File: src/rtl/param_sync_fifo.sv
`default_nettype none
// ============================================================================
// Module   : param_sync_fifo
// Brief    : Single-clock parameterised FIFO with level flags, status pulses
//            and a clearable high-water mark. Define PARAM_FIFO_FWFT_EN for
//            first-word-fall-through output; the default is a registered read.
// Revision : 1.0 - initial release
// ============================================================================
module param_sync_fifo #(
  parameter int FIFO_WIDTH = 16,
  parameter int FIFO_DEPTH = 8,
  parameter int AFULL_LVL  = FIFO_DEPTH - 2,
  parameter int AEMPTY_LVL = 2
) (
  input  logic                          clk,
  input  logic                          rst_n,
  input  logic                          wr_en,
  input  logic                          rd_en,
  input  logic [FIFO_WIDTH-1:0]         data_in,
  input  logic                          hwm_clr,
  output logic [FIFO_WIDTH-1:0]         data_out,
  output logic                          rd_valid,
  output logic                          full,
  output logic                          empty,
  output logic                          almostfull,
  output logic                          almostempty,
  output logic                          wr_ack,
  output logic                          overflow,
  output logic                          underflow,
  output logic [$clog2(FIFO_DEPTH):0]   count,
  output logic [$clog2(FIFO_DEPTH):0]   hwm
);

  localparam int AW = $clog2(FIFO_DEPTH);
  localparam int CW = AW + 1;

  generate
    if ((FIFO_DEPTH < 4) || ((FIFO_DEPTH & (FIFO_DEPTH - 1)) != 0) ||
        (AEMPTY_LVL < 1) || (AEMPTY_LVL >= AFULL_LVL) ||
        (AFULL_LVL >= FIFO_DEPTH)) begin : g_bad_params
      $fatal(1, "param_sync_fifo: illegal FIFO_DEPTH/AFULL_LVL/AEMPTY_LVL combination");
    end
  endgenerate

  logic [FIFO_WIDTH-1:0] mem_q [FIFO_DEPTH];
  logic [AW-1:0]         wr_ptr_q, wr_ptr_d;
  logic [AW-1:0]         rd_ptr_q, rd_ptr_d;
  logic [CW-1:0]         count_q, count_d;
  logic [CW-1:0]         hwm_q, hwm_d;
  logic                  wr_ack_q, overflow_q, underflow_q;
  logic                  wr_accept, rd_accept;

  assign full        = (count_q == CW'(FIFO_DEPTH));
  assign empty       = (count_q == '0);
  assign almostfull  = (count_q >= CW'(AFULL_LVL));
  assign almostempty = (count_q <= CW'(AEMPTY_LVL));

  always_comb begin
    wr_accept = wr_en && !full;
    rd_accept = rd_en && !empty;
    wr_ptr_d  = wr_ptr_q;
    rd_ptr_d  = rd_ptr_q;
    count_d   = count_q;
    if (wr_accept) wr_ptr_d = wr_ptr_q + 1'b1;
    if (rd_accept) rd_ptr_d = rd_ptr_q + 1'b1;
    case ({wr_accept, rd_accept})
      2'b10:   count_d = count_q + 1'b1;
      2'b01:   count_d = count_q - 1'b1;
      default: count_d = count_q;
    endcase
    // Clear reloads from the post-edge occupancy, not zero.
    if (hwm_clr)                hwm_d = count_d;
    else if (count_d > hwm_q)   hwm_d = count_d;
    else                        hwm_d = hwm_q;
  end

  always_ff @(posedge clk or negedge rst_n) begin
    if (!rst_n) begin
      wr_ptr_q    <= '0;
      rd_ptr_q    <= '0;
      count_q     <= '0;
      hwm_q       <= '0;
      wr_ack_q    <= 1'b0;
      overflow_q  <= 1'b0;
      underflow_q <= 1'b0;
    end else begin
      wr_ptr_q    <= wr_ptr_d;
      rd_ptr_q    <= rd_ptr_d;
      count_q     <= count_d;
      hwm_q       <= hwm_d;
      wr_ack_q    <= wr_accept;
      overflow_q  <= wr_en && full;
      underflow_q <= rd_en && empty;
    end
  end

  // Storage is deliberately not reset.
  always_ff @(posedge clk) begin
    if (wr_accept) mem_q[wr_ptr_q] <= data_in;
  end

`ifdef PARAM_FIFO_FWFT_EN
  assign data_out = empty ? '0 : mem_q[rd_ptr_q];
  assign rd_valid = !empty;
`else
  logic [FIFO_WIDTH-1:0] data_out_q;
  logic                  rd_valid_q;

  always_ff @(posedge clk or negedge rst_n) begin
    if (!rst_n) begin
      data_out_q <= '0;
      rd_valid_q <= 1'b0;
    end else begin
      rd_valid_q <= rd_accept;
      if (rd_accept) data_out_q <= mem_q[rd_ptr_q];
    end
  end

  assign data_out = data_out_q;
  assign rd_valid = rd_valid_q;
`endif

  assign wr_ack    = wr_ack_q;
  assign overflow  = overflow_q;
  assign underflow = underflow_q;
  assign count     = count_q;
  assign hwm       = hwm_q;

endmodule
`default_nettype wire

File: config.mk
export PLATFORM = sky130hd
export DESIGN_NAME = param_sync_fifo
export DESIGN_NICKNAME = d
export VERILOG_FILES = /design/src/rtl/param_sync_fifo.sv
export SDC_FILE = /design/constraint.sdc
export NUM_CORES = 1
export LEC_CHECK = 0
export CORE_ASPECT_RATIO = 1.5
export CORE_UTILIZATION = 57
export DETAILED_ROUTE_END_ITERATION = 8
export GPL_TIMING_DRIVEN = 0
export PLACE_DENSITY = 0.85
export SYNTH_ARGS = -nofsm -noshare
export SYNTH_HDL_FRONTEND = slang
export SYNTH_SLANG_ARGS = --single-unit
File: constraint.sdc
create_clock -name clk -period 3.6 [get_ports clk]
set_input_delay 0.72 -clock clk [delete_from_list [all_inputs] [get_ports clk]]
set_output_delay 0.72 -clock clk [all_outputs]
set_load 0.005 [all_outputs]
==> results of run 1 <==
[final timing paths]
kind | start | end | slack (ns) | depth (start not counted)
max | count[2]$_DFF_PN0_ | hwm[0]$_DFFE_PN0P_ | 0.18 | 12
min | rst_n | data_out[7]$_DFFE_PN0P_ | 0.40 | 1
max reg2reg | count[2]$_DFF_PN0_ | hwm[0]$_DFFE_PN0P_ | 0.18 | 12
min reg2reg | data_out[4]$_DFFE_PN0P_ | data_out[4]$_DFFE_PN0P_ | 0.48 | 2
max in group asynchronous | rst_n | data_out[1]$_DFFE_PN0P_ | 2.65 | 1
min in group clk | data_out[4]$_DFFE_PN0P_ | data_out[4]$_DFFE_PN0P_ | 0.48 | 2
[final cells by class]
cell class / count / area (um2) / area share
Clock buffer: 21 / 450 / 0.0565
Clock inverter: 11 / 210 / 0.0264
Sequential cell: 162 / 4690 / 0.589
Multi-Input combinational cell: 159 / 1650 / 0.207
Timing Repair Buffer: 62 / 651 / 0.0816
Tap cell: 147 / 184 / 0.0231
Buffer: 18 / 103 / 0.0129
Inverter: 9 / 33.8 / 0.00424
[cells in the final DEF (no fill, tap or decap), types with 7 or more instances in the layout]
master / n
clkbuf_1: 8
nand2_1: 35
ha_1: 8
clkdlybuf4s50_1: 51
buf_6: 7
edfxtp_1: 128
o21ai_0: 17
clkbuf_16: 17
dfrtp_1: 34
inv_1: 8
buf_2: 8
mux2i_1: 16
mux4_2: 32
[metrics by stage]
| stage | hold slack [ns] | std cells |
|---|---|---|
| 2_1_floorplan | 0.424 | 348 |
| 3_3_place_gp | 0.463 | 547 |
| 3_5_place_dp | 0.472 | 557 |
| 4_1_cts | 0.426 | 589 |
| 5_1_grt | 0.467 | 589 |
| 6_report | 0.403 | 589 |
[registers in the layout, summed over array words and instances, names as in the netlist]
register and cells:
data_out 16, mem_q 128, count 4, rd_valid 1
overflow 1, hwm 4, underflow 1, rd_ptr_q 3
wr_ptr_q 3, wr_ack 1
[power by group through the flow]
stage / sequential, uW / clock, uW / combinational [uW]
2_1_floorplan: 2610 / 0 / 1420
3_3_place_gp: 2620 / 0 / 2120
3_5_place_dp: 2640 / 0 / 2280
4_1_cts: 2610 / 2010 / 2340
5_1_grt: 2650 / 2100 / 2550
6_report: 2610 / 2000 / 2350
[worst register-to-register path, stage by stage, from the launching register on]
cell,delay [ns]
dfrtp_1,0.38
buf_4,0.18
o41ai_4,0.40
inv_2,0.12
ha_1,0.22
o21a_1,0.12
a2111o_1,0.41
o21a_2,0.16
xnor2_2,0.14
ha_1,0.31
o211ai_1,0.17
a31oi_4,0.32
mux2_2,0.38
[layer usage]
metal,GRT usage,share of wire
met2,0.430,0.54
met3,0.0751,0.071
met5,0,0
met1,0.329,0.36
met4,0.125,0.031
[cells in the mapped netlist (2+ instances only)]
cell type / number
ha_1: 8
nand2b_1: 4
nor2b_1: 2
buf_2: 7
nor3_1: 4
o21a_2: 2
buf_6: 3
edfxtp_1: 128
nor2_1: 8
buf_1: 2
mux2i_1: 16
clkbuf_1: 5
inv_1: 8
mux4_2: 32
o211ai_1: 2
xnor2_1: 5
a21oi_1: 2
o21ai_0: 17
mux2_2: 2
nand2_1: 35
dfrtp_1: 34
[cells by family after synthesis]
logic type                 count (synthesis)  synth area share
adders and majority gates                  8            0.0156
buffers and inverters                     27            0.0212
AOI/OAI and AO/OA                         32            0.0350
muxes                                     51             0.143
DFF                                      162             0.730
and+or+nand+nor                           61            0.0446
xor gates and xnor gates                   7            0.0107
[timing repair]
item | 4_1_cts | 5_1_grt
pin swaps | 0 | 0
endpoints found under the setup margin | 1 | 3
gates resized for setup | 1 | 2
==> flow_summary.yaml, run 1 <==
worst_setup_path:
  crit_top_cell: "ha_1"
  critPathMaxFanout: 9
  slowest_stage: "a2111o_1"
  cpLargestDelayFamily: "compound AO/OA/AOI/OAI gates"
  required_ns: 3.91
  arrival_ns: 3.73
  start_kind: "register"
  worstSetupPathType: "reg -> reg"
  path_cells: "buf_4 -> o41ai_4 -> inv_2 -> ha_1 -> o21a_1 -> a2111o_1 -> o21a_2 -> xnor2_2 -> ha_1 -> o211ai_1 -> a31oi_4 -> mux2_2"
  crit_buf_inv: 2
  end_kind: "register"
  slowest_delay_ns: 0.41
grt:
  grt_use_total: 0.266
  grt_max_degree: 35
  grt_pass1_wl_um: 21400
  grt_pass1_vias: 3829
  overflow: 0
  antenna_found_initial: 0
clock_tree:
  clk_pin_slew_ns: 0.06
  clock_sinks: 162
  insertion_delay_ns: 0.43
  ctsLongestPathBuffers: 2
  cts-buffers-inserted: 17
  post_cts_buffers: 0
  cts_tree: "built"
  cts_hold_buf: 0
  htreeDepth: 4
  cts_root_buffer: "clkbuf_16"
floorplanning:
  num_rows: 47
  die_h_um: 132
  start_util: 0.585
  dieArea_mm2: 0.0117
  fp.coreArea_mm2: 0.0110
  ioPinCount: 53
  die_x_um: 88.7
timing:
  final-hold-violation-count: 0
  slew_headroom: 0.395
  post-route-min-period_ns: 3.42
  slew_viol_final: 0
  layout_setup_ws_ns: 0.179
  max_freq_mhz: 292
  clock_skew_ns: 0.00923
  rsz0062_at_grt: "no"
  finalCritPeriodShare: 0.950
  setup_viol: 0
  worstMarginPinSlew_ns: 0.908
  setup_tns_ns: 0
pwr:
  ir_drop_mv: 0.470
  p_leak_uw: 0.00286
  cellPowerDensity_mw_per_mm2: 874
  switching_share: 0.294
  power.switching_uw: 2050
  p_int_uw: 4920
  seqPwrFrac: 0.375
  clock_power_share: 0.288
  power_frac_comb: 0.337
  p_total_uw: 6970
routing:
  wire_per_inst_um: 23.3
  route.vias.total: 3523
  vias_per_cell: 5.98
  drc: 0
  routed_wl_um: 13700
  final_antenna_net_count: 0
  drt-pass1-iter-count: 4
  drt_first_iter_violations: 257
placed_design:
  placed_cell_area_mm2: 0.00729
  place.gp.congestion: 0.765
  dpl.hpwl_um: 8260
  dp_slack_ns: -0.468
  portBuffers: 52
final_layout:
  final_cell_area_mm2: 0.00797
  nFillCells: 646
  final_nets: 458
  n_antenna_cell: 0
  drive_above_1_share: 0.233
  area_delta_synth_final_pct: 24.0
  fin_util: 0.725
synth:
  synthesis.area_mm2: 0.00643
  synth_edf_count: 128
  yosys.area.top_type_share: 0.598
  yosysSeqAreaShare: 0.730
  synthArstFlopShare: 0.210
  netlist_instances: 348
  synth_largest_area_cell: "edfxtp_1"
  ys.warnings.count: 0
  ys.flop_type: "edfxtp_1"
  synth_area_per_cell_um2: 18.5
  ys_seq_elements: 162
  ys_types: 43
  syn-num-nets: 377
  synth_area_leaders: "edfxtp_1, dfrtp_1, mux4_2"
hold_path:
  hold_path_class: "in -> async"
run:
  maxCapViolCount: 0
status:
  outcome: "complete, no violations"
No activity file was read; power rests on OpenSTA's default activity.
==> inputs of run 2 (changes only) <==
CORE_UTILIZATION = 60   (was 57)
CTS_BUF_LIST = sky130_fd_sc_hd__clkbuf_4   (was default)
PLACE_DENSITY = 0.88   (was 0.85)
==> flow_summary.yaml, run 2 (synthesis gave the netlist of run 1 again) <==
status:
  outcome: "complete, no violations"
routing:
  final_antenna_net_count: 0
  route.vias.total: 3392
  met1_length_um: 4640
  vias_per_cell: 5.81
  routed_wl_um: 12600
  wire_per_inst_um: 21.6
  dr_wl_met3_um: 806
  drt-pass1-iter-count: 5
  routed.top_layer: "met4"
  drt_first_iter_violations: 258
  wl_met2_um: 6930
  drc: 0
run:
  maxCapViolCount: 0
clock_tree:
  post_cts_buffers: 0
  cts-buffers-inserted: 17
  insertion_delay_ns: 0.54
  cts_hold_buf: 0
  htreeDepth: 4
  clock_sinks: 162
  ctsLongestPathBuffers: 2
  clk_pin_slew_ns: 0.14
  cts_root_buffer: "clkbuf_4"
  cts_tree: "built"
final_layout:
  multi_input_area_mm2: 0.00164
  final-seq-area_mm2: 0.00469
  top_register: "mem_q"
  nFillCells: 605
  drive_above_1_share: 0.235
  final_common_cell: "edfxtp_1"
  final_nets: 458
  largest_register_ffs: 128
  area_delta_synth_final_pct: 18.7
  final_cell_mix: "edfxtp_1, clkdlybuf4s50_1, nand2_1"
  layout.cells.non_filler: 584
pwr:
  cellPowerDensity_mw_per_mm2: 802
  ir_drop_mv: 0.406
  p_leak_uw: 0.00271
grt:
  grt_pass1_vias: 3639
  overflow: 0
  grt_use_total: 0.253
  antenna_found_initial: 1
  grt_pass1_wl_um: 19600
  grt_max_degree: 35
worst_setup_path:
  start_kind: "register"
  worstSetupPathType: "reg -> reg"
  end_kind: "register"
  slowest_delay_ns: 0.41
  arrival_ns: 3.85
  required_ns: 4.03
  path_cells: "buf_4 -> o41ai_4 -> inv_2 -> ha_1 -> o21a_1 -> a2111o_1 -> o21a_2 -> xnor2_2 -> ha_1 -> o211ai_1 -> a31oi_4 -> mux2_2"
  slowest_stage: "a2111o_1"
  critPathMaxFanout: 9
  crit_top_cell: "ha_1"
floorplanning:
  start_util: 0.627
  die_x_um: 86.5
  ioPinCount: 53
  fp.coreArea_mm2: 0.0102
  dieArea_mm2: 0.0111
  num_rows: 45
  die_h_um: 129
timing:
  final-hold-violation-count: 0
  rsz0062_at_grt: "no"
  finalCritPeriodShare: 0.948
  slew_viol_final: 0
  post-route-min-period_ns: 3.41
  slew_headroom: 0.403
  setup_viol: 0
  max_freq_mhz: 293
  clock_skew_ns: 0.0202
  worstMarginPinSlew_ns: 0.896
  setup_tns_ns: 0
placed_design:
  portBuffers: 52
  place.gp.congestion: 0.771
  place_inst: 551
  dpl.hpwl_um: 8090
hold_path:
  hold_path_class: "in -> async"
-- run 2: changes by cell type in the layout (fill, tap and decap cells not counted) --
cell       change
bufinv_16      -2
clkbuf_16     -17
diode_2        +1
clkinv_4       +4
clkinv_2       -2
clkbuf_8       -1
xor2_2         -1
inv_6          +3
xor2_1         +1
clkinv_1       +1
clkbuf_4      +17
clkbuf_1       -3
-- run 2: area by class of cell --
type / instances / share of cell area
tap: 141 / 0.0231
clock inverter: 15 / 0.0269
buffer: 18 / 0.0134
inverter: 9 / 0.00443
timing repair buffer: 62 / 0.0852
antenna: 1 / 0.000328
sequential: 162 / 0.615
multi-input combinational: 159 / 0.215
clock buffer: 17 / 0.0167
-- run 2: metrics by stage --
| step | hold WS [ns] | area [um2] | power [uW] | setup WS, ns | util |
|---|---|---|---|---|---|
| 6_report | 0.253 | 7630 | 6120 | 0.188 | 0.745 |
| 4_1_cts | 0.248 | 7620 | 6130 | 0.106 | 0.744 |
| 2_1_floorplan | 0.424 | 6430 | 4030 | 0.273 | - |
| 5_1_grt | 0.267 | 7630 | 6430 | 0.0387 | 0.745 |
| 3_3_place_gp | 0.466 | 7130 | 4720 | -0.667 | 0.695 |
| 3_5_place_dp | 0.475 | 7280 | 4920 | -0.548 | 0.711 |
-- run 2: routing by layer --
layer  GRT usage  vias up
li1            -     1527
met1       0.306     1708
met2       0.415      138
met3      0.0648       19
met4       0.142        0
met5           0        -
-- run 2: timing repair --
action | 4_1_cts | 5_1_grt
pin swaps | 0 | 0
endpoints found under the setup margin | 2 | 2
resized for setup | 1 | 1
-- run 2: path summary, 6_finish.rpt --
check / from / endpoint / slack, ns / cells after the start
max in group asynchronous: rst_n / data_out[6]$_DFFE_PN0P_ / 2.82 / 1
worst min register to register: data_out[4]$_DFFE_PN0P_ / data_out[4]$_DFFE_PN0P_ / 0.50 / 2
min in group clk: data_out[4]$_DFFE_PN0P_ / data_out[4]$_DFFE_PN0P_ / 0.50 / 2
worst min-delay path: rst_n / data_out[4]$_DFFE_PN0P_ / 0.25 / 1
worst max register to register: count[2]$_DFF_PN0_ / hwm[0]$_DFFE_PN0P_ / 0.19 / 12
worst max-delay path: count[2]$_DFF_PN0_ / hwm[0]$_DFFE_PN0P_ / 0.19 / 12
-- run 2: worst max-delay path, delay by kind of cell, from the launching register on --
family | cells | cell delay, ns
compound gates | 6 | 1.58
fa+ha+maj | 2 | 0.54
flops | 1 | 0.40
mux | 1 | 0.37
buf+inv | 2 | 0.29
xor+xnor | 1 | 0.14
-- run 2: report_power, final --
group	switching, uW	leakage [uW]	total (uW)	internal, uW
combinational	1140	0.000968	2310	1170
clock	644	0.000172	1200	558
sequential	186	0.00157	2610	2420
total	1970	0.00271	6120	4150
==> RTL change (settings of run 1) <==
The parameter `FIFO_WIDTH` goes from 16 to 32.
--- a/src/rtl/param_sync_fifo.sv
+++ b/src/rtl/param_sync_fifo.sv
@@ -9,3 +9,3 @@
 module param_sync_fifo #(
-  parameter int FIFO_WIDTH = 16,
+  parameter int FIFO_WIDTH = 32,
   parameter int FIFO_DEPTH = 8,
Interface: changed (resized data_in and data_out); port bits go from 53 to 85. No check against the original RTL was run, so the function may have changed too.
==> RTL change against run 1 <==
Critical path type unchanged; first-iteration DRC count up 120%; wire length up 89%; sequential cell count up 144; worst setup slack worse by 0.039 ns; clock skew up 0.0066 ns; sequential share of layout area up 4.4 points; synthesized area up 82%; count of clock-buffer cells in the layout up 10; power up 67%; largest power group unchanged; die area up 80%; largest cell class unchanged; design area up 77%; critical path depth unchanged; combinational power up 63%.
==> RTL change: results <==
metrics = {
    "outcome": {
        "status": "finished clean",
    },
    "finish": {
        "comb.multi_input.count": 238,
        "layout.nets": 753,
        "design_area_sq_um": 14100,
        "regArea_sq_um": 8940,
        "layoutNonFillerInstCount": 988,
    },
    "global_routing": {
        "gr-usage-met1": 0.292,
        "grt_pass1_vias": 6598,
        "met3_usage": 0.0347,
        "grt_max_degree": 34,
    },
    "logic_synthesis": {
        "synth-xor-area-share": 0.00524,
        "synth_edf_count": 256,
        "ys_async_sr_fraction": 0.163,
        "synth_compound_area_frac": 0.0258,
        "synth_nets": 627,
        "synth_cells": 582,
        "synth_fa_ha_area_frac": 0.00855,
        "ys_seq_area_frac": 0.763,
    },
    "power": {
        "netSwitchingFraction": 0.303,
    },
    "timing": {
        "worstMarginPinSlew_ns": 0.925,
    },
    "placed_design": {
        "place_congestion": 0.800,
        "hpwl_mm": 15.8,
        "port_buffers": 84,
    },
    "clock_network": {
        "clock_path_buffers": 3,
        "cts_setup_buffers": 1,
    },
    "detailed_routing": {
        "wirelength_met1_mm": 8.98,
        "firstDrtPassIters": 7,
    },
}
==> RTL change: power by group through the flow <==
stage | combinational [mW] | clock [mW] | sequential (mW)
3_3_place_gp | 3.36 | 0 | 4.91
4_1_cts | 3.77 | 2.91 | 4.88
2_1_floorplan | 2.20 | 0 | 4.86
6_report | 3.84 | 2.89 | 4.89
3_5_place_dp | 3.69 | 0 | 4.93
5_1_grt | 4.09 | 3.03 | 4.93
==> RTL change: path summary, 6_finish.rpt <==
path | startpoint | endpoint | slack (ns) | cells past startpoint
min reg2reg | data_out[9] | data_out[9] | 0.48 | 2
min in group clk | data_out[9] | data_out[9] | 0.48 | 2
max reg2reg | count[2] | hwm[0] | 0.14 | 12
max in group asynchronous | rst_n | data_out[4] | 2.87 | 2
min | rst_n | data_out[21] | 0.15 | 1
max | count[2] | hwm[0] | 0.14 | 12
